==> config.mk <==
export PLATFORM = sky130hd
export DESIGN_NAME = atm_db_arbiter
export DESIGN_NICKNAME = d
export VERILOG_FILES = /design/src/rtl/atm_db_arbiter.sv
export SDC_FILE = /design/constraint.sdc
export NUM_CORES = 2
export LEC_CHECK = 0
export CAP_MARGIN = 20
export CORE_ASPECT_RATIO = 1.5
export CORE_UTILIZATION = 59
export DETAILED_ROUTE_END_ITERATION = 8
export PLACE_DENSITY = 0.9
export SLEW_MARGIN = 40
export SYNTH_ARGS = -nofsm -noshare
export SYNTH_HDL_FRONTEND = slang
export SYNTH_SLANG_ARGS = --single-unit
==> constraint.sdc <==
create_clock -name clk -period 18.9 [get_ports clk]
set_input_delay 2.835 -clock clk [delete_from_list [all_inputs] [get_ports clk]]
set_output_delay 2.835 -clock clk [all_outputs]
set_load 0.05 [all_outputs]
==> src/rtl/atm_db_arbiter.sv <==
// atm_db_arbiter
//   Round-robin arbiter in front of a small account-balance register file.
//   Up to four ATM front-ends issue balance/withdraw/deposit transactions.
//   Each transaction passes IDLE (grant) -> EXEC (evaluate/update) ->
//   RESP (done pulse), so one transaction completes every 3 cycles.
//
// Ports
//   clk, rst                 clock, async active-high reset
//   req[NUM_REQ]             per-requester level request, held until done
//   op_flat/acc_flat/amt_flat per-requester opcode (2b), account (4b), amount
//   init_we/init_idx/init_data preload write port, honoured only in IDLE
//   gnt[NUM_REQ]             one-hot grant, held through EXEC and RESP
//   done/done_id             completion pulse and requester it belongs to
//   success/balance          outcome and resulting balance, hold between dones
//   busy                     FSM is not IDLE
module atm_db_arbiter #(
  parameter int NUM_REQ = 4,
  parameter int NUM_ACC = 10,
  parameter int BAL_W   = 32
) (
  input  logic                     clk,
  input  logic                     rst,
  input  logic [NUM_REQ-1:0]       req,
  input  logic [2*NUM_REQ-1:0]     op_flat,
  input  logic [4*NUM_REQ-1:0]     acc_flat,
  input  logic [BAL_W*NUM_REQ-1:0] amt_flat,
  input  logic                     init_we,
  input  logic [3:0]               init_idx,
  input  logic [BAL_W-1:0]         init_data,
  output logic [NUM_REQ-1:0]       gnt,
  output logic                     done,
  output logic [1:0]               done_id,
  output logic                     success,
  output logic [BAL_W-1:0]         balance,
  output logic                     busy
);

  localparam logic [1:0] S_IDLE = 2'b00;
  localparam logic [1:0] S_EXEC = 2'b01;
  localparam logic [1:0] S_RESP = 2'b10;

  localparam logic [1:0] OP_BAL = 2'b00;
  localparam logic [1:0] OP_WD  = 2'b01;
  localparam logic [1:0] OP_DEP = 2'b10;

  typedef struct packed {
    logic [1:0]       op;
    logic [3:0]       acc;
    logic [BAL_W-1:0] amt;
  } txn_t;

  txn_t [NUM_REQ-1:0] txn_in;
  txn_t               cur;

  logic [1:0]       state;
  logic [1:0]       ptr;      // first requester searched at the next grant
  logic [BAL_W-1:0] mem [NUM_ACC];

  // per-requester unpack of the flat request buses
  for (genvar g = 0; g < NUM_REQ; g++) begin : g_unpack
    assign txn_in[g] = {op_flat[2*g +: 2], acc_flat[4*g +: 4], amt_flat[BAL_W*g +: BAL_W]};
  end

  // round-robin pick: first asserted req starting at ptr, wrapping
  logic       win_vld;
  logic [1:0] win_id;
  always_comb begin
    win_vld = 1'b0;
    win_id  = '0;
    for (int i = 0; i < NUM_REQ; i++) begin
      if (!win_vld && req[(int'(ptr) + i) % NUM_REQ]) begin
        win_vld = 1'b1;
        win_id  = 2'((int'(ptr) + i) % NUM_REQ);
      end
    end
  end

  // evaluation of the latched transaction (used in EXEC)
  logic             acc_ok;
  logic [BAL_W-1:0] entry;
  logic [BAL_W:0]   sum;
  logic             nxt_ok;
  logic [BAL_W-1:0] nxt_bal;
  logic             wr_en;
  logic [BAL_W-1:0] wr_val;

  assign acc_ok = int'(cur.acc) < NUM_ACC;
  assign entry  = acc_ok ? mem[cur.acc] : '0;
  assign sum    = {1'b0, entry} + {1'b0, cur.amt};

  always_comb begin
    nxt_ok  = 1'b0;
    nxt_bal = '0;
    wr_en   = 1'b0;
    wr_val  = entry;
    if (acc_ok) begin
      case (cur.op)
        OP_BAL: begin
          nxt_ok  = 1'b1;
          nxt_bal = entry;
        end
        OP_WD: begin
          if (cur.amt <= entry) begin
            nxt_ok  = 1'b1;
            wr_en   = 1'b1;
            wr_val  = entry - cur.amt;
            nxt_bal = entry - cur.amt;
          end else begin
            nxt_bal = entry;
          end
        end
        OP_DEP: begin
          // carry out of the widened sum means the balance would wrap
          if (sum[BAL_W]) begin
            nxt_bal = entry;
          end else begin
            nxt_ok  = 1'b1;
            wr_en   = 1'b1;
            wr_val  = sum[BAL_W-1:0];
            nxt_bal = sum[BAL_W-1:0];
          end
        end
        default: begin
          nxt_ok  = 1'b0;
          nxt_bal = '0;
        end
      endcase
    end
  end

  always_ff @(posedge clk or posedge rst) begin
    if (rst) begin
      state   <= S_IDLE;
      ptr     <= '0;
      gnt     <= '0;
      done    <= 1'b0;
      done_id <= '0;
      success <= 1'b0;
      balance <= '0;
      cur     <= '0;
      for (int a = 0; a < NUM_ACC; a++) mem[a] <= '0;
    end else begin
      done <= 1'b0;
      case (state)
        S_IDLE: begin
          // preload has priority over arbitration
          if (init_we) begin
            if (int'(init_idx) < NUM_ACC) mem[init_idx] <= init_data;
          end else if (win_vld) begin
            gnt         <= '0;
            gnt[win_id] <= 1'b1;
            cur         <= txn_in[win_id];
            done_id     <= win_id;
            ptr         <= 2'((int'(win_id) + 1) % NUM_REQ);
            state       <= S_EXEC;
          end
        end
        S_EXEC: begin
          if (wr_en) mem[cur.acc] <= wr_val;
          success <= nxt_ok;
          balance <= nxt_bal;
          done    <= 1'b1;
          state   <= S_RESP;
        end
        S_RESP: begin
          gnt   <= '0;
          state <= S_IDLE;
        end
        default: begin
          gnt   <= '0;
          state <= S_IDLE;
        end
      endcase
    end
  end

  assign busy = (state != S_IDLE);

endmodule

Word-level counts from Yosys, hierarchy flattened
Cells that the tools add are included.

operators by class
  equal/unequal tests = 8
  reduce and logical (&&, ||, !) cells = 20
  order comparisons = 13
  mux-type cells = 56
  add/subtract/negate cells = 6
  bitwise logic cells = 7

operator list
  operator            count
  $mux 320            3
  $bwmux 320          2
  $pmux 320 s2        1
  $mux 32             9
  $demux 32 s4        2
  $bmux 32 s4         1
  $pmux 32 s3         1
  $bmux 38 s2         1
  $pmux 32 s2         1
  $mux 38             1
  $add 32x32->33      1
  $le 32x32->1        1
  $sub 32x32->32      1
  $mux 1              17
  $lt 3x4->1 const B  3
  $mux 2              6
  $ge 5x5->1 const B  2
  $lt 5x1->1 const B  2
  $ne 2x2->1 const B  5
  $not 4->5           2
  $bmux 1 s2          4
  $lt 4x4->1 const B  2
  $mux 4              2
  $pmux 4 s2          1
  20 further kinds    39

word-level totals
  bits of input ports = 195
  bits in registers = 402

Depth between registers and ports, before layout
  word-level depth = 21
  depth in mapped cells = 25
  gate-level depth less buffers = 19

Worst setup path after synthesis
Ideal clock, no wire load.

  path kind = reg2reg
  start point = reg cur[32] in the netlist's numbering
  end point = reg mem[58] in the netlist's numbering
  buffers on the path = 5
  library setup time = 0.119 ns
  period minus slack after synthesis = 5.160 ns
  arrival = 5.042 ns
  stages on the path, launching flop included = 22
  slack = 13.740 ns
  cell sequence = dfrtp_1 > buf_2 > buf_2 > buf_2 > mux4_2 > mux2i_1 > o21ai_0 > ha_1 > fa_1 > nor2b_1 > o211ai_1 > a2111oi_4 > o31ai_2 > a21oi_2 > buf_6 > or2_1 > buf_4 > and2_1 > a31o_1 > a221oi_4 > o221ai_1 > o21a_1

on the way
  longest elaborated chain between the ends = 12

RTL lines
  what                                          RTL line  RTL
  start, declared                               53        txn_t cur;
  start signal, assigned                        152       cur <= txn_in[win_id];
  $not 4->5 (not written as such)               88, 159
  $bmux 32 s4                                   88        assign entry = acc_ok ? mem[cur.acc] : '0;
  $mux 32 (not written as such) (2 in series)   88
  $mux 32                                       88
  $add 32x32->33, or another cell as far along  89        assign sum = {1'b0, entry} + {1'b0, cur.amt};
  $mux 32 (on tied branches)                    114, 103
  $pmux 32 s2                                   97        case (cur.op)
  $mux 32                                       96        if (acc_ok) begin
  $bwmux 320                                    159       if (wr_en) mem[cur.acc] <= wr_val;
  $mux 320                                      159
  $pmux 320 s2                                  144       case (state)
  end signal, assigned by index                 159
  end, declared                                 57        logic [BAL_W-1:0] mem [NUM_ACC];

Parallel ways exist; a longest one is shown, timed or not. The select of a mux whose other input is x is not followed.
A chain may end at the register's enable or synchronous reset.

Final worst setup path
  start point = reg cur[32] in the netlist's numbering
  end point = reg mem[241] in the netlist's numbering

Same word-level chain as after synthesis.

==> flow_metrics.env <==
export IMPL_status="complete, no violations"
export IMPL_skew_ps=27.9
export IMPL_die_area_um2=45900
export IMPL_tns_ps=0
export IMPL_antenna_left=0
export IMPL_syn_num_nets=3224
export IMPL_top_layer_used="met5"
export IMPL_min_path_cells=1
export IMPL_worstSetupEndpointType="register"
export IMPL_layout_drive_gt1_share=0.0894
export IMPL_worst_pin_slew_ps=948
export IMPL_cellPowerDensity_nw_per_um2=234
export IMPL_netlist_area_um2=26600
export IMPL_crit_fanout=44
export IMPL_row_count=94
export IMPL_period_share=0.452
export IMPL_ys_warnings_count=0
export IMPL_cpMostUsedCell="nand2_1"
export IMPL_die_w_um=175
export IMPL_finalHoldViolCount=0
export IMPL_core_um2=44100
export IMPL_r2r_cells=20
export IMPL_grt_pass1_wl_mm=154
export IMPL_firstDrtPassIters=9
export IMPL_synth_edff_count=0
export IMPL_via_per_inst=7.45
export IMPL_clkTransAtPathRegs_ps=60
export IMPL_rsz0062_at_grt="false"
export IMPL_m1WireLength_mm=33.1
export IMPL_ctsHoldBuffers=0
export IMPL_synth_top_flop_cell="dfrtp_1"
export IMPL_grt_pass1_vias=27100
export IMPL_worstSetupPathDepth=20
export IMPL_area_growth_syn_to_layout_pct=15.2
export IMPL_final_max_slew_viol_count=0
export IMPL_fillers=3328
export IMPL_ios=236
export IMPL_setup_viol=0
export IMPL_synthCells=2954
export IMPL_drt_first_iter_violations=3745
export IMPL_slew_headroom=0.367
export IMPL_routedWlPerCell_um=28.2
export IMPL_cts_sinks=402
export IMPL_dp_hpwl_mm=68.9
export IMPL_grt_overflow_total=0
export IMPL_routed_wl_mm=102
export IMPL_cts_buffers_inserted=41
export IMPL_h_tree_depth=2
export IMPL_netlist_cell_type_count=88
export IMPL_peakVddDrop_v=0.000150
export IMPL_fmax_mhz=117
export IMPL_finalCriticalPeriod_ps=8540
export IMPL_cts_tree="done"
export IMPL_cts_resized=0
export IMPL_syn_area_per_cell_um2=9.00
export IMPL_cp_num_buf_inv=4
export IMPL_slowest_stage="dfrtp_4"
export IMPL_start_util=0.603
export IMPL_dr_wl_met3_mm=11.6
export IMPL_critPathMaxStageDelay_ps=710
export IMPL_antenna_found_initial=2
export IMPL_drc=0
export IMPL_grt_start_max_net_pins=132
export IMPL_p_leak_nw=12.1
export IMPL_cts_setup_buffers=0
export IMPL_async_flop_share=1.00
export IMPL_wl_met2_mm=47.1
export IMPL_hold_path_class="register to register"
export IMPL_ys_ff_latch=402
export IMPL_place_gp_congestion=1.06
export IMPL_path_cells="buf_12 -> buf_4 -> nand2b_1 -> nor2_2 -> buf_4 -> a22oi_1 -> o21ai_1 -> ha_1 -> nand2_1 -> nor4_1 -> nand2_1 -> a31o_2 -> nand2_1 -> nand2_1 -> nand2b_1 -> a32o_2 -> and2_2 -> buf_4 -> o221ai_1 -> o21a_1"
export IMPL_crit_family="simple AND/OR/NAND/NOR gates"
export IMPL_fin_nets=3292
export IMPL_num_vias=27000
export IMPL_crit_arrival_ps=8990
export IMPL_synth_seq_area_share=0.378
export IMPL_power_mw=7.16
export IMPL_track_usage=0.442
export IMPL_worstSkewPairLatency_ps=570
export IMPL_cts_root_buf="clkbuf_16"
export IMPL_critical_path_class="register to register"
export IMPL_cp_start_kind="register"
export IMPL_cts_buffer_depth=3
export IMPL_required_ps=19350
export IMPL_die_y_um=262
export IMPL_maxCapViolations=0
export IMPL_io_buffers=235
-- logic make-up (layout without fill, tap and decap cells) --
logic type | Yosys count | after routing | share of synthesized area
AOI/OAI and AO/OA | 1084 | 1084 | 0.297
and+or+nand+nor | 890 | 890 | 0.149
DFF | 402 | 402 | 0.378
buffers and inverters | 347 | 445 | 0.0534
muxes | 107 | 107 | 0.0705
adders and majority gates | 75 | 75 | 0.0359
xor gates and xnor gates | 49 | 49 | 0.0161
other | 0 | 2 | 0
-- power breakdown --
| part | total (mW) | internal [mW] | switching, mW |
|---|---|---|---|
| sequential | 1.48 | 1.22 | 0.264 |
| clock | 0.875 | 0.511 | 0.364 |
| combinational | 4.80 | 1.65 | 3.16 |
-- metrics by stage --
| stage | hold slack, ps | utilization | cells | area [um^2] | worst slack (ps) |
|---|---|---|---|---|---|
| floorplan | 445 | - | 2954 | 26600 | 4880 |
| global placement | 457 | 0.658 | 3551 | 29000 | 10470 |
| detailed placement | 473 | 0.660 | 3552 | 29100 | 10660 |
| CTS | 487 | 0.692 | 3625 | 30500 | 10690 |
| global route | 494 | 0.694 | 3629 | 30600 | 10020 |
| finish | 486 | 0.694 | 3630 | 30600 | 10360 |
-- cell usage after synthesis (65+ instances only) --
library cell | number | area share
dfrtp_1 | 402 | 0.38
nand2_1 | 381 | 0.054
nand3_1 | 158 | 0.030
inv_1 | 76 | 0.011
o221ai_1 | 202 | 0.067
clkbuf_1 | 179 | 0.025
o21ai_0 | 194 | 0.037
ha_1 | 73 | 0.034
nor2_1 | 179 | 0.025
a21oi_1 | 131 | 0.025
o21a_1 | 209 | 0.059
a22oi_1 | 65 | 0.018
-- worst reg2reg max path, stage by stage (launching register included) --
cell	delay, ps
dfrtp_4	710
buf_12	280
buf_4	620
nand2b_1	350
nor2_2	470
buf_4	440
a22oi_1	130
o21ai_1	490
ha_1	560
nand2_1	290
nor4_1	330
nand2_1	210
a31o_2	270
nand2_1	550
nand2_1	440
nand2b_1	220
a32o_2	560
and2_2	460
buf_4	530
o221ai_1	350
o21a_1	180
-- cell type report --
class | instances | area, um^2 | area share
sequential | 402 | 10100 | 0.329
antenna | 2 | 5.00 | 0.000163
multi-input combinational | 2205 | 15300 | 0.499
clock buffer | 60 | 1210 | 0.0394
timing repair buffer | 291 | 2830 | 0.0923
tap | 576 | 721 | 0.0235
inverter | 81 | 318 | 0.0104
clock inverter | 13 | 198 | 0.00646
-- state kept, by name, summed over array words and instances, names as in the netlist --
name and cells:
mem 320, done_id 2, state 2, ptr 2, success 1, done 1
gnt 4, cur 38, balance 32
-- metal layers --
layer  up-vias  GRT usage
li1      11200          -
met1     12900      0.483
met2      2167      0.720
met3       772      0.108
met4         2      0.389
met5         -          0
-- path summary, 6_finish.rpt --
kind	start	end	slack [ps]
setup reg to reg	cur[32]	mem[241]	10360
setup / recovery	cur[32]	mem[241]	10360
hold reg to reg	mem[228]	mem[228]	490
max in group asynchronous	rst	balance[24]	14500
min in group asynchronous	rst	mem[301]	2860
hold / removal	mem[228]	mem[228]	490
-- layout by cell type (no fill, tap or decap), drive strengths merged, types with 73 or more instances in the layout --
master         synthesis  routed
clkdlybuf4s50          0     235
nand3                158     158
o21ai                224     224
ha                    73      73
o21a                 209     209
o221ai               202     202
inv                   77      80
nor2                 181     181
dfrtp                402     402
a21oi                134     134
nand2                381     381
(Power assumes the default switching activity.)
